### src/rtl/ring_buffer_trigger_ctrl.sv
// Trigger sequencer for one ring buffer: on an accepted trigger it holds the
// buffer write enable for one frame (pre-trigger history from the delay line,
// the trigger sample, then the post-trigger samples), then drains exactly that
// frame from the buffer FIFO onto a valid/ready stream with a last-word marker.
//
// state   | meaning
// --------+-------------------------------------------------------------
// IDLE    | tracking config, waiting for a trigger on a settled delay line
// CAPTURE | buffer WE held high, counting written samples
// DRAIN   | streaming the captured frame out of the buffer FIFO
module ring_buffer_trigger_ctrl #(
    parameter int WIDTH          = 128,
    parameter int MAX_BACK_LEN   = 40,
    parameter int POST_LEN_WIDTH = 8,
    parameter int DROP_CNT_WIDTH = 16,
    localparam int BL_W  = $clog2(MAX_BACK_LEN),
    localparam int CNT_W = $clog2(MAX_BACK_LEN + 2**POST_LEN_WIDTH)
) (
    input  logic                      i_clk,
    input  logic                      i_reset,
    input  logic                      i_trig,
    input  logic [BL_W-1:0]           i_cfg_back_len,
    input  logic [POST_LEN_WIDTH-1:0] i_cfg_post_len,
    output logic [BL_W-1:0]           o_back_len,
    output logic                      o_buff_we,
    output logic                      o_buff_re,
    input  logic                      i_buff_write_ready,
    input  logic                      i_buff_read_valid,
    input  logic                      i_buff_almost_full,
    input  logic [WIDTH-1:0]          i_buff_dout,
    output logic [WIDTH-1:0]          o_m_data,
    output logic                      o_m_valid,
    input  logic                      i_m_ready,
    output logic                      o_m_last,
    output logic                      o_m_trunc,
    output logic                      o_busy,
    output logic [DROP_CNT_WIDTH-1:0] o_trig_drop_cnt
);

    localparam logic [1:0] S_IDLE    = 2'd0;
    localparam logic [1:0] S_CAPTURE = 2'd1;
    localparam logic [1:0] S_DRAIN   = 2'd2;

    localparam logic [CNT_W-1:0] C_ONE = CNT_W'(1);

    logic [1:0]                r_state;
    logic [BL_W-1:0]           r_back_len;
    logic [POST_LEN_WIDTH-1:0] r_post_len;
    logic [CNT_W-1:0]          r_len;
    logic [CNT_W-1:0]          r_wr_cnt;
    logic [CNT_W-1:0]          r_frame_len;
    logic [CNT_W-1:0]          r_rd_cnt;
    logic                      r_trunc;
    logic                      r_we;
    logic [DROP_CNT_WIDTH-1:0] r_drop_cnt;

    logic             w_in_idle;
    logic             w_in_drain;
    logic             w_accept;
    logic             w_m_valid;
    logic             w_m_last;
    logic             w_buff_re;
    logic [CNT_W-1:0] w_wr_next;
    logic             w_cap_exit;

    // Acceptance requires the delay line to already reflect the requested length.
    assign w_in_idle  = (r_state == S_IDLE);
    assign w_in_drain = (r_state == S_DRAIN);
    assign w_accept   = w_in_idle && i_trig && i_buff_write_ready
                        && (i_cfg_back_len == r_back_len);
    assign w_m_valid  = w_in_drain && i_buff_read_valid;
    assign w_m_last   = w_m_valid && (r_rd_cnt == r_frame_len - C_ONE);
    assign w_buff_re  = w_m_valid && i_m_ready;
    assign w_wr_next  = r_wr_cnt + C_ONE;
    assign w_cap_exit = (r_state == S_CAPTURE) && r_we
                        && ((r_wr_cnt == r_len - C_ONE) || i_buff_almost_full);

    // Frame sequencing: capture length, write count, drain count, truncation.
    always_ff @(posedge i_clk) begin
        if (i_reset) begin
            r_state     <= S_IDLE;
            r_back_len  <= '0;
            r_post_len  <= '0;
            r_len       <= '0;
            r_wr_cnt    <= '0;
            r_frame_len <= '0;
            r_rd_cnt    <= '0;
            r_trunc     <= 1'b0;
            r_we        <= 1'b0;
        end else begin
            case (r_state)
                S_IDLE: begin
                    r_back_len <= i_cfg_back_len;
                    r_post_len <= i_cfg_post_len;
                    if (w_accept) begin
                        r_len    <= CNT_W'(r_back_len) + CNT_W'(r_post_len) + C_ONE;
                        r_wr_cnt <= '0;
                        r_trunc  <= 1'b0;
                        r_we     <= 1'b1;
                        r_state  <= S_CAPTURE;
                    end
                end
                S_CAPTURE: begin
                    if (r_we) begin
                        r_wr_cnt <= w_wr_next;
                    end
                    if (w_cap_exit) begin
                        // The exit cycle still writes, so the frame holds wr_cnt+1 words.
                        r_frame_len <= w_wr_next;
                        r_trunc     <= (w_wr_next < r_len);
                        r_we        <= 1'b0;
                        r_rd_cnt    <= '0;
                        r_state     <= S_DRAIN;
                    end
                end
                S_DRAIN: begin
                    if (w_buff_re) begin
                        r_rd_cnt <= r_rd_cnt + C_ONE;
                        if (w_m_last) begin
                            r_state <= S_IDLE;
                        end
                    end
                end
                default: r_state <= S_IDLE;
            endcase
        end
    end

    // Saturating count of every trigger that did not start a frame.
    always_ff @(posedge i_clk) begin
        if (i_reset) begin
            r_drop_cnt <= '0;
        end else if (i_trig && !w_accept && (r_drop_cnt != '1)) begin
            r_drop_cnt <= r_drop_cnt + DROP_CNT_WIDTH'(1);
        end
    end

    assign o_back_len      = r_back_len;
    assign o_buff_we       = r_we;
    assign o_buff_re       = w_buff_re;
    assign o_m_data        = i_buff_dout;
    assign o_m_valid       = w_m_valid;
    assign o_m_last        = w_m_last;
    assign o_m_trunc       = w_m_last && r_trunc;
    assign o_busy          = !w_in_idle;
    assign o_trig_drop_cnt = r_drop_cnt;

endmodule
### config.mk
export PLATFORM = sky130hd
export DESIGN_NAME = ring_buffer_trigger_ctrl
export DESIGN_NICKNAME = d
export VERILOG_FILES = /design/src/rtl/ring_buffer_trigger_ctrl.sv
export SDC_FILE = /design/constraint.sdc
export NUM_CORES = 1
export LEC_CHECK = 0
export BUFFER_PORTS_ARGS = -buffer_cell sky130_fd_sc_hd__buf_2
export CAP_MARGIN = 20
export CELL_PAD_IN_SITES_DETAIL_PLACEMENT = 1
export CELL_PAD_IN_SITES_GLOBAL_PLACEMENT = 2
export CORE_MARGIN = 5
export CORE_UTILIZATION = 22
export DETAILED_ROUTE_END_ITERATION = 7
export PLACE_DENSITY = 0.76
export SETUP_SLACK_MARGIN = 0.05
export SLEW_MARGIN = 20
export SYNTH_ARGS = -nofsm -noshare
export SYNTH_HDL_FRONTEND = slang
export SYNTH_SLANG_ARGS = --single-unit
### constraint.sdc
create_clock -name i_clk -period 2.8 [get_ports i_clk]
set_input_delay 0.28 -clock i_clk [delete_from_list [all_inputs] [get_ports i_clk]]
set_output_delay 0.28 -clock i_clk [all_outputs]
set_load 0.05 [all_outputs]
# Word-level counts from Yosys, hierarchy flattened
# Cells that the tools add are included.
classes:
  order_cmp: 1
  n_eq_ne: 11
  n_reduce_logical: 23
  mux: 17
  add_sub_neg: 7
op_table:
  columns: ["op", "count"]
  rows:
  - ["$mux W9", 4]
  - ["$pmux W9 S2", 2]
  - ["$add A9 B1 Y9 const B", 3]
  - ["$eq A9 B9 Y1", 2]
  - ["$sub A9 B1 Y9 const B", 2]
  - ["$add A16 B1 Y16 const B", 1]
  - ["$ne A16 B16 Y1 const B", 1]
  - ["$logic_and A1 B1 Y1", 11]
  - ["$add A6 B8 Y9", 1]
  - ["$lt A9 B9 Y1", 1]
  - ["$reduce_and A3 Y1", 3]
  - ["$mux W2", 4]
  - ["$eq A6 B6 Y1", 1]
  - ["$ne A2 B2 Y1 const B", 3]
  - ["$pmux W2 S3", 1]
  - ["$mux W1", 4]
  - ["$ne A2 B1 Y1 const B", 2]
  - ["$pmux W1 S2", 2]
  - ["$reduce_and A2 Y1", 2]
  - ["$reduce_and A4 Y1", 1]
  - ["$reduce_bool A2 Y1", 2]
  - ["$eq A2 B1 Y1 const B", 1]
  - ["$eq A2 B2 Y1 const B", 1]
  - ["$logic_not A1 Y1", 2]
  - ["other kinds (2)", 2]
totals:
  out_inout_bits: 156
  inputBits: 149
  register_bits: 70

# Depth between registers and ports, before layout
# Gate-level depths: netlist of run 1.
logic_depth:
  depth_word: 7
  depth_mapped: 11
  ltp_nobuf: 11

# Worst setup path before layout of run 1
# Ideal clock, no wire load.
synth_path:
  kind: "flip-flop to output port"
  from: "register r_frame_len[0]"
  to: "output port o_m_trunc"
  stages_incl_launch_ff: 10
  arrival_ps: 2194
  path_slack_ps: 326
  cell_sequence: "dfxtp_1 inv_1 ha_1 nor3b_1 a21oi_1 o2111ai_1 nor3_1 o211ai_1 inv_1 and2_1"
synth_via:
  elab_chain_cells: 4
synth_lines:
  columns: ["element", "line_no", "text"]
  rows:
  - ["from (decl)", "51", "logic [CNT_W-1:0] r_frame_len;"]
  - ["from (signal assigned)", "109", "r_frame_len <= w_wr_next;"]
  - ["$sub A9 B1 Y9", "72", "assign w_m_last = w_m_valid && (r_rd_cnt == r_frame_len - C_ONE);"]
  - ["$eq A9 B9 Y1", "72", null]
  - ["$logic_and A1 B1 Y1", "72", null]
  - ["via o_m_last", "34", "output logic o_m_last,"]
  - ["$logic_and A1 B1 Y1", "144", "assign o_m_trunc = w_m_last && r_trunc;"]
  - ["to (decl)", "35", "output logic o_m_trunc,"]
# The timed path passes the listed nets, and every way through them passes these cells.

# Worst setup path after layout of run 1
layout_path:
  from: "register r_frame_len[0]"
  to: "output port o_m_trunc"
layout_via:
  elab_chain_cells: 4
layout_lines:
  columns: ["element", "line_no"]
  rows:
  - ["$sub A9 B1 Y9", "72"]
  - ["$eq A9 B9 Y1", "72"]
  - ["$logic_and A1 B1 Y1", "72"]
  - ["$logic_and A1 B1 Y1", "144"]
# No other way between the ends.

==> flow_summary.yaml, run 1 <==
worst_setup_path:
  critPathRequiredTime_ns: 2.52
  setup_crit_end_kind: "primary output"
  critical_path.slowest_cell: "sky130_fd_sc_hd__dfxtp_1"
  critical-path-top-cell-by-count: "sky130_fd_sc_hd__inv_1"
  timing.critical_path.buf_inv: 3
  worstSetupStartpointType: "register"
  critical_path_class: "reg2out"
  path_delay_family: "simple AND/OR/NAND/NOR gates"
  max_stage_delay_ns: 0.37
  critPathArrivalTime_ns: 2.32
  series_of_cell_instances_along_the_critical_path: "inv_1 > ha_2 > nor3b_1 > a21oi_1 > o2111ai_1 > nor3_1 > o211ai_1 > inv_1 > and2_1 > buf_4"
  worstPathMaxFanout: 6
clock_tree:
  clk_latency_ns: 0.33
  cts_tree: "yes"
  clkSinkCount: 70
  cts-buffers-inserted: 9
  cts.repair_timing.setup_buffer_count: 0
  clk_pin_slew_ns: 0.06
  cts_hold_buf: 0
  cts_max_level: 3
  clock-root-buffer: "sky130_fd_sc_hd__clkbuf_16"
  clockBufferDepth: 2
finish:
  mostFrequentLayoutCell: "sky130_fd_sc_hd__dfxtp_1"
  design.final.nets: 711
  final_layout_size_suffix_gt1_share_pct: 15.2
  insertedDiodeCount: 0
  postLayoutCoreUtil_pct: 22.2
  area.growth.synth_to_final_pct: -1.14
  layout.cell_area.non_filler_um2: 4880
  mostFrequentLayoutCells: "sky130_fd_sc_hd__dfxtp_1, sky130_fd_sc_hd__nand2_1, sky130_fd_sc_hd__nor2_1, sky130_fd_sc_hd__buf_2, sky130_fd_sc_hd__a21oi_1"
  layout_fillers: 2618
timing:
  worst_slew_pin_slew_ns: 0.669
  rsz_0062_raised_after_global_routing: "true"
  final_min_period_over_clock_period_pct: 92.8
  timing.max_slew.rel_slack_pct: 55.2
  post_route_setup_tns_ns: 0
  endpoints_failing_hold: 0
  final-setup-viol-count: 0
  fmax_ghz: 0.385
  timing_max_transition_violations_final: 0
  layout_min_cycle_time_ns: 2.60
  finClkSkew_ns: 0.00698
place:
  port_buffers: 48
  hpwlAfterDp_um: 8630
  globalplace.congestion: 0.761
  placed_area_um2: 4570
power_and_ir_drop:
  power.static_leakage_nw: 2.00
  internal_power_mw: 1.78
  total_power_mw: 2.31
  total_switching_power_mw: 0.528
  power.switching_fraction_pct: 22.8
  power.density_cell_area_nw_per_um2: 474
  combPwrFrac_pct: 6.8
  share_seq_of_total_power_pct: 44.5
  p_clk_share_pct: 48.7
  vdd.ir_drop.worst_uv: 260
global_route:
  grt_pass1_wl_um: 18900
  gr-usage-all-layers_pct: 8.75
  first_global_vias: 3810
  grt_remaining_overflow: 0
  pin_count_of_the_biggest_net_entering_global_routing: 31
  antenna_found_initial: 0
die:
  placeableCoreArea_um2: 22000
  ios: 305
  die_height_um: 160
  std_cell_rows: 54
  total_die_area_um2: 25500
  chipWidth_um: 160
  start_util_pct: 22.5
yosys:
  synthesis.instances: 620
  postSynthAreaPerCell_um2: 7.96
  synth_cell_types: 58
  ys_async_sr_fraction_pct: 0
  area_of_the_mapped_netlist_um2: 4940
  ys_warn_count: 0
  number_of_flops_mapped_to_enable_cells_by_yosys: 0
  ys_seq_elements: 70
  ys_dominant_reg_cell: "sky130_fd_sc_hd__dfxtp_1"
  syn_nets: 790
  synth.yosys.seq_area_share_pct: 28.4
detailed_routing:
  dr.pass1.iters: 4
  routedWlPerCell_um: 13.9
  totalWireLength_um: 11500
  drt_drc_violations_left: 0
  ant_nets: 0
  initialDrtViolationCount: 87
  vias: 3628
  via_per_inst: 4.39
worst_hold_path:
  hp-class: "in2reg"
run:
  maxcap_viol_count: 0
status:
  run_status: "finished, final reports clean"
[flip-flops by register name (all words and copies together) (netlist names)]
register and count:
o_trig_drop_cnt 16, r_frame_len 9, r_len 9, r_rd_cnt 9, r_wr_cnt 9, r_post_len 8
o_back_len 6, r_state 2, o_buff_we 1, r_trunc 1
[metal layers]
metal	track usage, %	vias up	share of wire, %
met5	0	-	0
met4	2.62	0	1.1
met3	2.24	17	3.8
met2	15.0	60	47
met1	10.8	1762	48
li1	-	1789	-
[stage by stage]
step	setup WS, ns	hold WS [ns]	std cells
final	0.201	0.187	826
after global routing	0.0249	0.188	826
after CTS	0.0653	0.178	826
after detailed placement	0.286	0.459	810
after global placement	0.334	0.452	810
after floorplan	0.326	0.416	620
[logic make-up (layout without fill, tap and decap cells)]
kind of cell,after synthesis,in the layout,share of synthesized area (%)
compound gates,83,83,10.8
xor+xnor,59,59,10.5
fa+ha+maj,21,21,5.47
buf+inv,175,101,23.2
flops,70,70,28.4
mux,8,8,1.65
simple gates,204,204,20.0
[worst paths after layout]
check	start	end	slack, ns	cells past startpoint
hold / removal	i_cfg_post_len[2]	r_post_len[2]	0.19	3
setup reg to reg	r_len[0]	r_frame_len[8]	0.28	10
hold reg to reg	r_post_len[4]	r_post_len[4]	0.46	2
setup / recovery	r_frame_len[0]	o_m_trunc	0.20	10
[Yosys cell counts (5+ instances only)]
library cell | n | area share, %
sky130_fd_sc_hd__buf_4 | 128 | 19
sky130_fd_sc_hd__dfxtp_1 | 70 | 28
sky130_fd_sc_hd__nand2_1 | 62 | 4.7
sky130_fd_sc_hd__nor2_1 | 47 | 3.6
sky130_fd_sc_hd__a21oi_1 | 41 | 4.2
sky130_fd_sc_hd__xnor2_1 | 36 | 6.4
sky130_fd_sc_hd__nor3_1 | 25 | 2.5
sky130_fd_sc_hd__inv_1 | 24 | 1.8
sky130_fd_sc_hd__xor2_1 | 23 | 4.1
sky130_fd_sc_hd__ha_1 | 20 | 5.1
sky130_fd_sc_hd__nand3_1 | 19 | 1.9
sky130_fd_sc_hd__clkbuf_1 | 18 | 1.4
sky130_fd_sc_hd__nand4_1 | 11 | 1.4
sky130_fd_sc_hd__and3_1 | 7 | 0.89
sky130_fd_sc_hd__mux2i_1 | 7 | 1.4
sky130_fd_sc_hd__or3_1 | 6 | 0.76
sky130_fd_sc_hd__nor2b_1 | 5 | 0.63
sky130_fd_sc_hd__o21ai_1 | 5 | 0.51
[timing repair]
action / CTS / global route
endpoints found under the hold margin: 0 / 0
resized for setup: 1 / 3
setup endpoints to repair: 1 / 3
[worst reg2reg max path, delay by kind of cell (launching register included)]
family                     cells  cell delay (ns)
DFF                            1             0.36
xor gates and xnor gates       1             0.07
buffers and inverters          2             0.30
AOI/OAI and AO/OA              2             0.59
muxes                          1             0.21
and+or+nand+nor                3             0.68
adders and majority gates      1             0.21
[power by group through the flow]
stage          clock network [mW]  logic, mW  registers [mW]
6_report                     1.13      0.158            1.03
5_1_grt                      1.20      0.177            1.03
4_1_cts                      1.17      0.161            1.03
3_5_place_dp                    0      0.160            1.05
3_3_place_gp                    0      0.160            1.05
2_1_floorplan                   0      0.577            1.07
[final cells by class]
class | instances | area (µm²) | share of cell area (%)
Inverter | 26 | 97.6 | 2.00
Timing Repair Buffer | 59 | 338 | 6.92
Multi-Input combinational cell | 375 | 2400 | 49.2
Clock inverter | 3 | 43.8 | 0.897
Sequential cell | 70 | 1400 | 28.7
Clock buffer | 13 | 250 | 5.13
Tap cell | 280 | 350 | 7.18
(Power assumes the default switching activity.)
==> run 2: changes to the inputs <==
--- a/config.mk
+++ b/config.mk
@@ -9,9 +9,10 @@
 export CAP_MARGIN = 20
 export CELL_PAD_IN_SITES_DETAIL_PLACEMENT = 1
 export CELL_PAD_IN_SITES_GLOBAL_PLACEMENT = 2
-export CORE_MARGIN = 5
+export CORE_MARGIN = 3
 export CORE_UTILIZATION = 22
 export DETAILED_ROUTE_END_ITERATION = 7
+export MAX_ROUTING_LAYER = met4
 export PLACE_DENSITY = 0.76
 export SETUP_SLACK_MARGIN = 0.05
 export SLEW_MARGIN = 20
==> flow_summary.yaml, run 2 (synthesis results as in run 1) <==
clock_tree:
  cts_tree: "yes"
  clk_latency_ns: 0.33
  clk_pin_slew_ns: 0.06
  ctsResizeCount: 0
  cts_max_level: 3
  cts_hold_buf: 0
  cts.repair_timing.setup_buffer_count: 0
  clock-root-buffer: "sky130_fd_sc_hd__clkbuf_16"
  cts-buffers-inserted: 9
  clkSinkCount: 70
  clockBufferDepth: 2
timing:
  worst_slew_pin_slew_ns: 0.674
  final-setup-viol-count: 0
  final_min_period_over_clock_period_pct: 92.9
  postLayoutSetupSlackWorst_ns: 0.198
  timing.max_slew.rel_slack_pct: 55.0
  fmax_ghz: 0.384
  rsz_0062_raised_after_global_routing: "false"
  post_route_setup_tns_ns: 0
  timing_max_transition_violations_final: 0
  endpoints_failing_hold: 0
  finClkSkew_ns: 0.00759
  layout_min_cycle_time_ns: 2.60
finish:
  area.growth.synth_to_final_pct: -0.862
  postLayoutCoreUtil_pct: 22.3
  largest_reg_flops: 16
  insertedDiodeCount: 0
  design.final.nets: 709
  mostFrequentLayoutCells: "sky130_fd_sc_hd__dfxtp_1, sky130_fd_sc_hd__nand2_1, sky130_fd_sc_hd__nor2_1, sky130_fd_sc_hd__buf_2, sky130_fd_sc_hd__a21oi_1"
  layout.cell_area.non_filler_um2: 4890
  final_layout_size_suffix_gt1_share_pct: 15.5
  mostFrequentLayoutCell: "sky130_fd_sc_hd__dfxtp_1"
global_route:
  antenna_found_initial: 0
  first_global_vias: 3617
  gr-usage-all-layers_pct: 9.87
  pin_count_of_the_biggest_net_entering_global_routing: 40
  grt_pass1_wl_um: 19100
  grt_remaining_overflow: 0
detailed_routing:
  via_per_inst: 4.35
  drt_drc_violations_left: 0
  initialDrtViolationCount: 156
  ant_nets: 0
  routedWlPerCell_um: 14.0
  vias: 3584
  dr.pass1.iters: 4
  totalWireLength_um: 11600
die:
  placeableCoreArea_um2: 22000
  std_cell_rows: 54
  die_height_um: 156
  total_die_area_um2: 24300
  ios: 305
  start_util_pct: 22.5
  chipWidth_um: 156
worst_hold_path:
  hp-class: "in2reg"
worst_setup_path:
  critPathArrivalTime_ns: 2.32
  worstSetupStartpointType: "register"
  worstPathMaxFanout: 6
  critical_path_class: "reg2out"
  setup_crit_end_kind: "primary output"
  critPathRequiredTime_ns: 2.52
power_and_ir_drop:
  power.density_cell_area_nw_per_um2: 487
  power.static_leakage_nw: 2.01
  vdd.ir_drop.worst_uv: 263
  total_power_mw: 2.38
place:
  hpwlAfterDp_um: 8650
  globalplace.congestion: 0.768
  placed_area_um2: 4560
  dp_worst_setup_slack_ns: 0.208
  port_buffers: 48
run:
  maxcap_viol_count: 0
status:
  run_status: "finished, final reports clean"
## run 2: worst paths after layout
check                                        from  slack [ns]  cells after the start             to
worst max-delay path               r_frame_len[2]        0.20                      9      o_m_trunc
worst min-delay path            i_cfg_post_len[0]        0.18                      3  r_post_len[0]
worst max register to register        r_wr_cnt[0]        0.22                      9        r_trunc
worst min register to register      r_post_len[0]        0.46                      2  r_post_len[0]
## run 2: routing by layer
layer / up-vias / part of all wire (%) / wire length (µm) / GRT usage, %
met1: 1726 / 47 / 5450 / 12.5
met5: - / 0 / 0 / -
met3: 10 / 4.8 / 557 / 2.58
met4: 0 / 0.90 / 104 / 2.90
li1: 1786 / - / - / -
met2: 62 / 47 / 5440 / 15.5
## run 2: stage by stage
step / std cells / hold WS, ns
2_1_floorplan: 620 / 0.416
3_3_place_gp: 808 / 0.451
3_5_place_dp: 808 / 0.458
4_1_cts: 823 / 0.176
5_1_grt: 823 / 0.178
6_report: 823 / 0.184
## run 2: power by group
group / switching (mW) / total, mW / internal, mW
combinational: 0.101 / 0.161 / 0.0598
sequential: 0.0160 / 1.03 / 1.01
clock: 0.423 / 1.19 / 0.770
total: 0.540 / 2.38 / 1.84
## run 2: area by class of cell
cell class | count | area, µm²
clock inverters | 5 | 75.1
flip-flops and latches | 70 | 1400
multi-input cells | 375 | 2410
inverters | 26 | 97.6
clock buffers | 10 | 229
repair buffers | 57 | 327
well taps | 280 | 350
fillers | 2619 | 17100
## run 2: worst max-delay path, stage by stage, from the launching register on
cell,delay [ns]
sky130_fd_sc_hd__dfxtp_2,0.36
sky130_fd_sc_hd__nor4_2,0.30
sky130_fd_sc_hd__buf_4,0.18
sky130_fd_sc_hd__nand3_1,0.09
sky130_fd_sc_hd__xnor2_1,0.13
sky130_fd_sc_hd__a32o_1,0.27
sky130_fd_sc_hd__o211ai_1,0.22
sky130_fd_sc_hd__inv_1,0.08
sky130_fd_sc_hd__and2_1,0.15
sky130_fd_sc_hd__clkbuf_4,0.20
==> run 3: changes to the inputs <==
--- a/config.mk
+++ b/config.mk
@@ -10,10 +10,10 @@
 export CELL_PAD_IN_SITES_DETAIL_PLACEMENT = 1
 export CELL_PAD_IN_SITES_GLOBAL_PLACEMENT = 2
 export CORE_MARGIN = 3
-export CORE_UTILIZATION = 22
+export CORE_UTILIZATION = 24
 export DETAILED_ROUTE_END_ITERATION = 7
 export MAX_ROUTING_LAYER = met4
-export PLACE_DENSITY = 0.76
+export PLACE_DENSITY = 0.82
 export SETUP_SLACK_MARGIN = 0.05
 export SLEW_MARGIN = 20
 export SYNTH_ARGS = -nofsm -noshare
==> constraint.sdc (replaced) <==
create_clock -name i_clk -period 3.19 [get_ports i_clk]
set_input_delay 0.319 -clock i_clk [delete_from_list [all_inputs] [get_ports i_clk]]
set_output_delay 0.319 -clock i_clk [all_outputs]
set_load 0.05 [all_outputs]
==> flow_summary.yaml, run 3 (synthesis results as in run 1) <==
status:
  run_status: "finished, final reports clean"
timing:
  post_route_setup_tns_ns: 0
  timing_max_transition_violations_final: 0
  whs_ns: 0.228
  layout_min_cycle_time_ns: 2.90
  rsz_0062_raised_after_global_routing: "false"
  fmax_ghz: 0.345
  final_min_period_over_clock_period_pct: 91.0
  endpoints_failing_hold: 0
  worst_slew_pin_slew_ns: 0.832
  timing.max_slew.rel_slack_pct: 44.6
  final-setup-viol-count: 0
  finClkSkew_ns: 0.00332
die:
  start_util_pct: 24.9
  die_height_um: 149
  placeableCoreArea_um2: 19800
  chipWidth_um: 149
  ios: 305
  std_cell_rows: 51
  total_die_area_um2: 22300
place:
  hpwlAfterDp_um: 8240
  globalplace.congestion: 0.769
  placed_cells_incl_taps: 790
  port_buffers: 48
worst_setup_path:
  critPathRequiredTime_ns: 2.87
  setup_crit_end_kind: "primary output"
  critPathArrivalTime_ns: 2.58
  worstSetupStartpointType: "register"
  critical_path_class: "reg2out"
  worstPathMaxFanout: 6
clock_tree:
  cts_max_level: 3
  clk_latency_ns: 0.33
  clk_pin_slew_ns: 0.06
  cts.repair_timing.setup_buffer_count: 0
  clkSinkCount: 70
  cts-buffers-inserted: 9
  clockBufferDepth: 2
  clock-root-buffer: "sky130_fd_sc_hd__clkbuf_16"
  ctsResizeCount: 0
  cts_hold_buf: 0
  cts_tree: "yes"
power_and_ir_drop:
  total_power_mw: 2.00
  vdd.ir_drop.worst_uv: 243
  power.density_cell_area_nw_per_um2: 418
  power.static_leakage_nw: 1.97
finish:
  design.final.nets: 706
  largest_reg_flops: 16
  mostFrequentLayoutCells: "sky130_fd_sc_hd__dfxtp_1, sky130_fd_sc_hd__nand2_1, sky130_fd_sc_hd__buf_2"
  non_filler_cells_final: 805
  postLayoutCoreUtil_pct: 24.1
  insertedDiodeCount: 0
  final_layout_size_suffix_gt1_share_pct: 14.1
  mostFrequentLayoutCell: "sky130_fd_sc_hd__dfxtp_1"
  area.growth.synth_to_final_pct: -3.04
detailed_routing:
  dr.pass1.iters: 4
  routedWlPerCell_um: 13.3
  drt_drc_violations_left: 0
  via_per_inst: 4.48
  totalWireLength_um: 10700
  initialDrtViolationCount: 109
  vias: 3608
  ant_nets: 0
run:
  maxcap_viol_count: 0
global_route:
  pin_count_of_the_biggest_net_entering_global_routing: 45
  grt_pass1_wl_um: 17500
  grt_remaining_overflow: 0
  antenna_found_initial: 0
  first_global_vias: 3520
  gr-usage-all-layers_pct: 9.82
worst_hold_path:
  hp-class: "in2reg"
-- run 3: power breakdown --
part / switching, mW / internal, mW
clock network: 0.365 / 0.600
logic: 0.0855 / 0.0502
registers: 0.0142 / 0.888
-- run 3: worst paths after layout --
check / startpoint / endpoint / slack (ns) / cells after the start
max: r_frame_len[2] / o_m_trunc / 0.29 / 8
min: i_cfg_post_len[5] / r_post_len[5] / 0.23 / 3
max reg2reg: r_len[0] / r_rd_cnt[8] / 0.43 / 9
min reg2reg: r_post_len[0] / r_post_len[0] / 0.46 / 2
-- run 3: layout make-up --
class | instances | area [µm²]
Fill cell | 2364 | 15100
Multi-Input combinational cell | 375 | 2390
Sequential cell | 70 | 1400
Tap cell | 265 | 332
Timing Repair Buffer | 54 | 285
Clock buffer | 11 | 233
Inverter | 26 | 97.6
Clock inverter | 4 | 48.8
-- run 3: metal layers --
metal  global-route usage [%]  up-vias  part of all wire, %
met5                        -        -                    0
met4                     3.66        0                  1.3
met3                     2.21       17                  4.0
met2                     15.8       69                   48
met1                     12.1     1746                   47
li1                         -     1776                    -
-- run 3: critical path, cell delays in order, from the launching register on --
cell,delay (ns)
sky130_fd_sc_hd__dfxtp_1,0.36
sky130_fd_sc_hd__nor4_1,0.59
sky130_fd_sc_hd__nand3_1,0.18
sky130_fd_sc_hd__xnor2_1,0.16
sky130_fd_sc_hd__a32o_1,0.27
sky130_fd_sc_hd__o211ai_1,0.25
sky130_fd_sc_hd__inv_1,0.08
sky130_fd_sc_hd__and2_1,0.16
sky130_fd_sc_hd__buf_2,0.20
-- run 3: per-stage QoR --
| step | worst slack [ns] | instance area [µm²] |
|---|---|---|
| after CTS | 0.264 | 4790 |
| after floorplan | 0.677 | 4940 |
| final | 0.287 | 4790 |
| after global routing | 0.146 | 4790 |
| after detailed placement | 0.428 | 4510 |
| after global placement | 0.458 | 4510 |
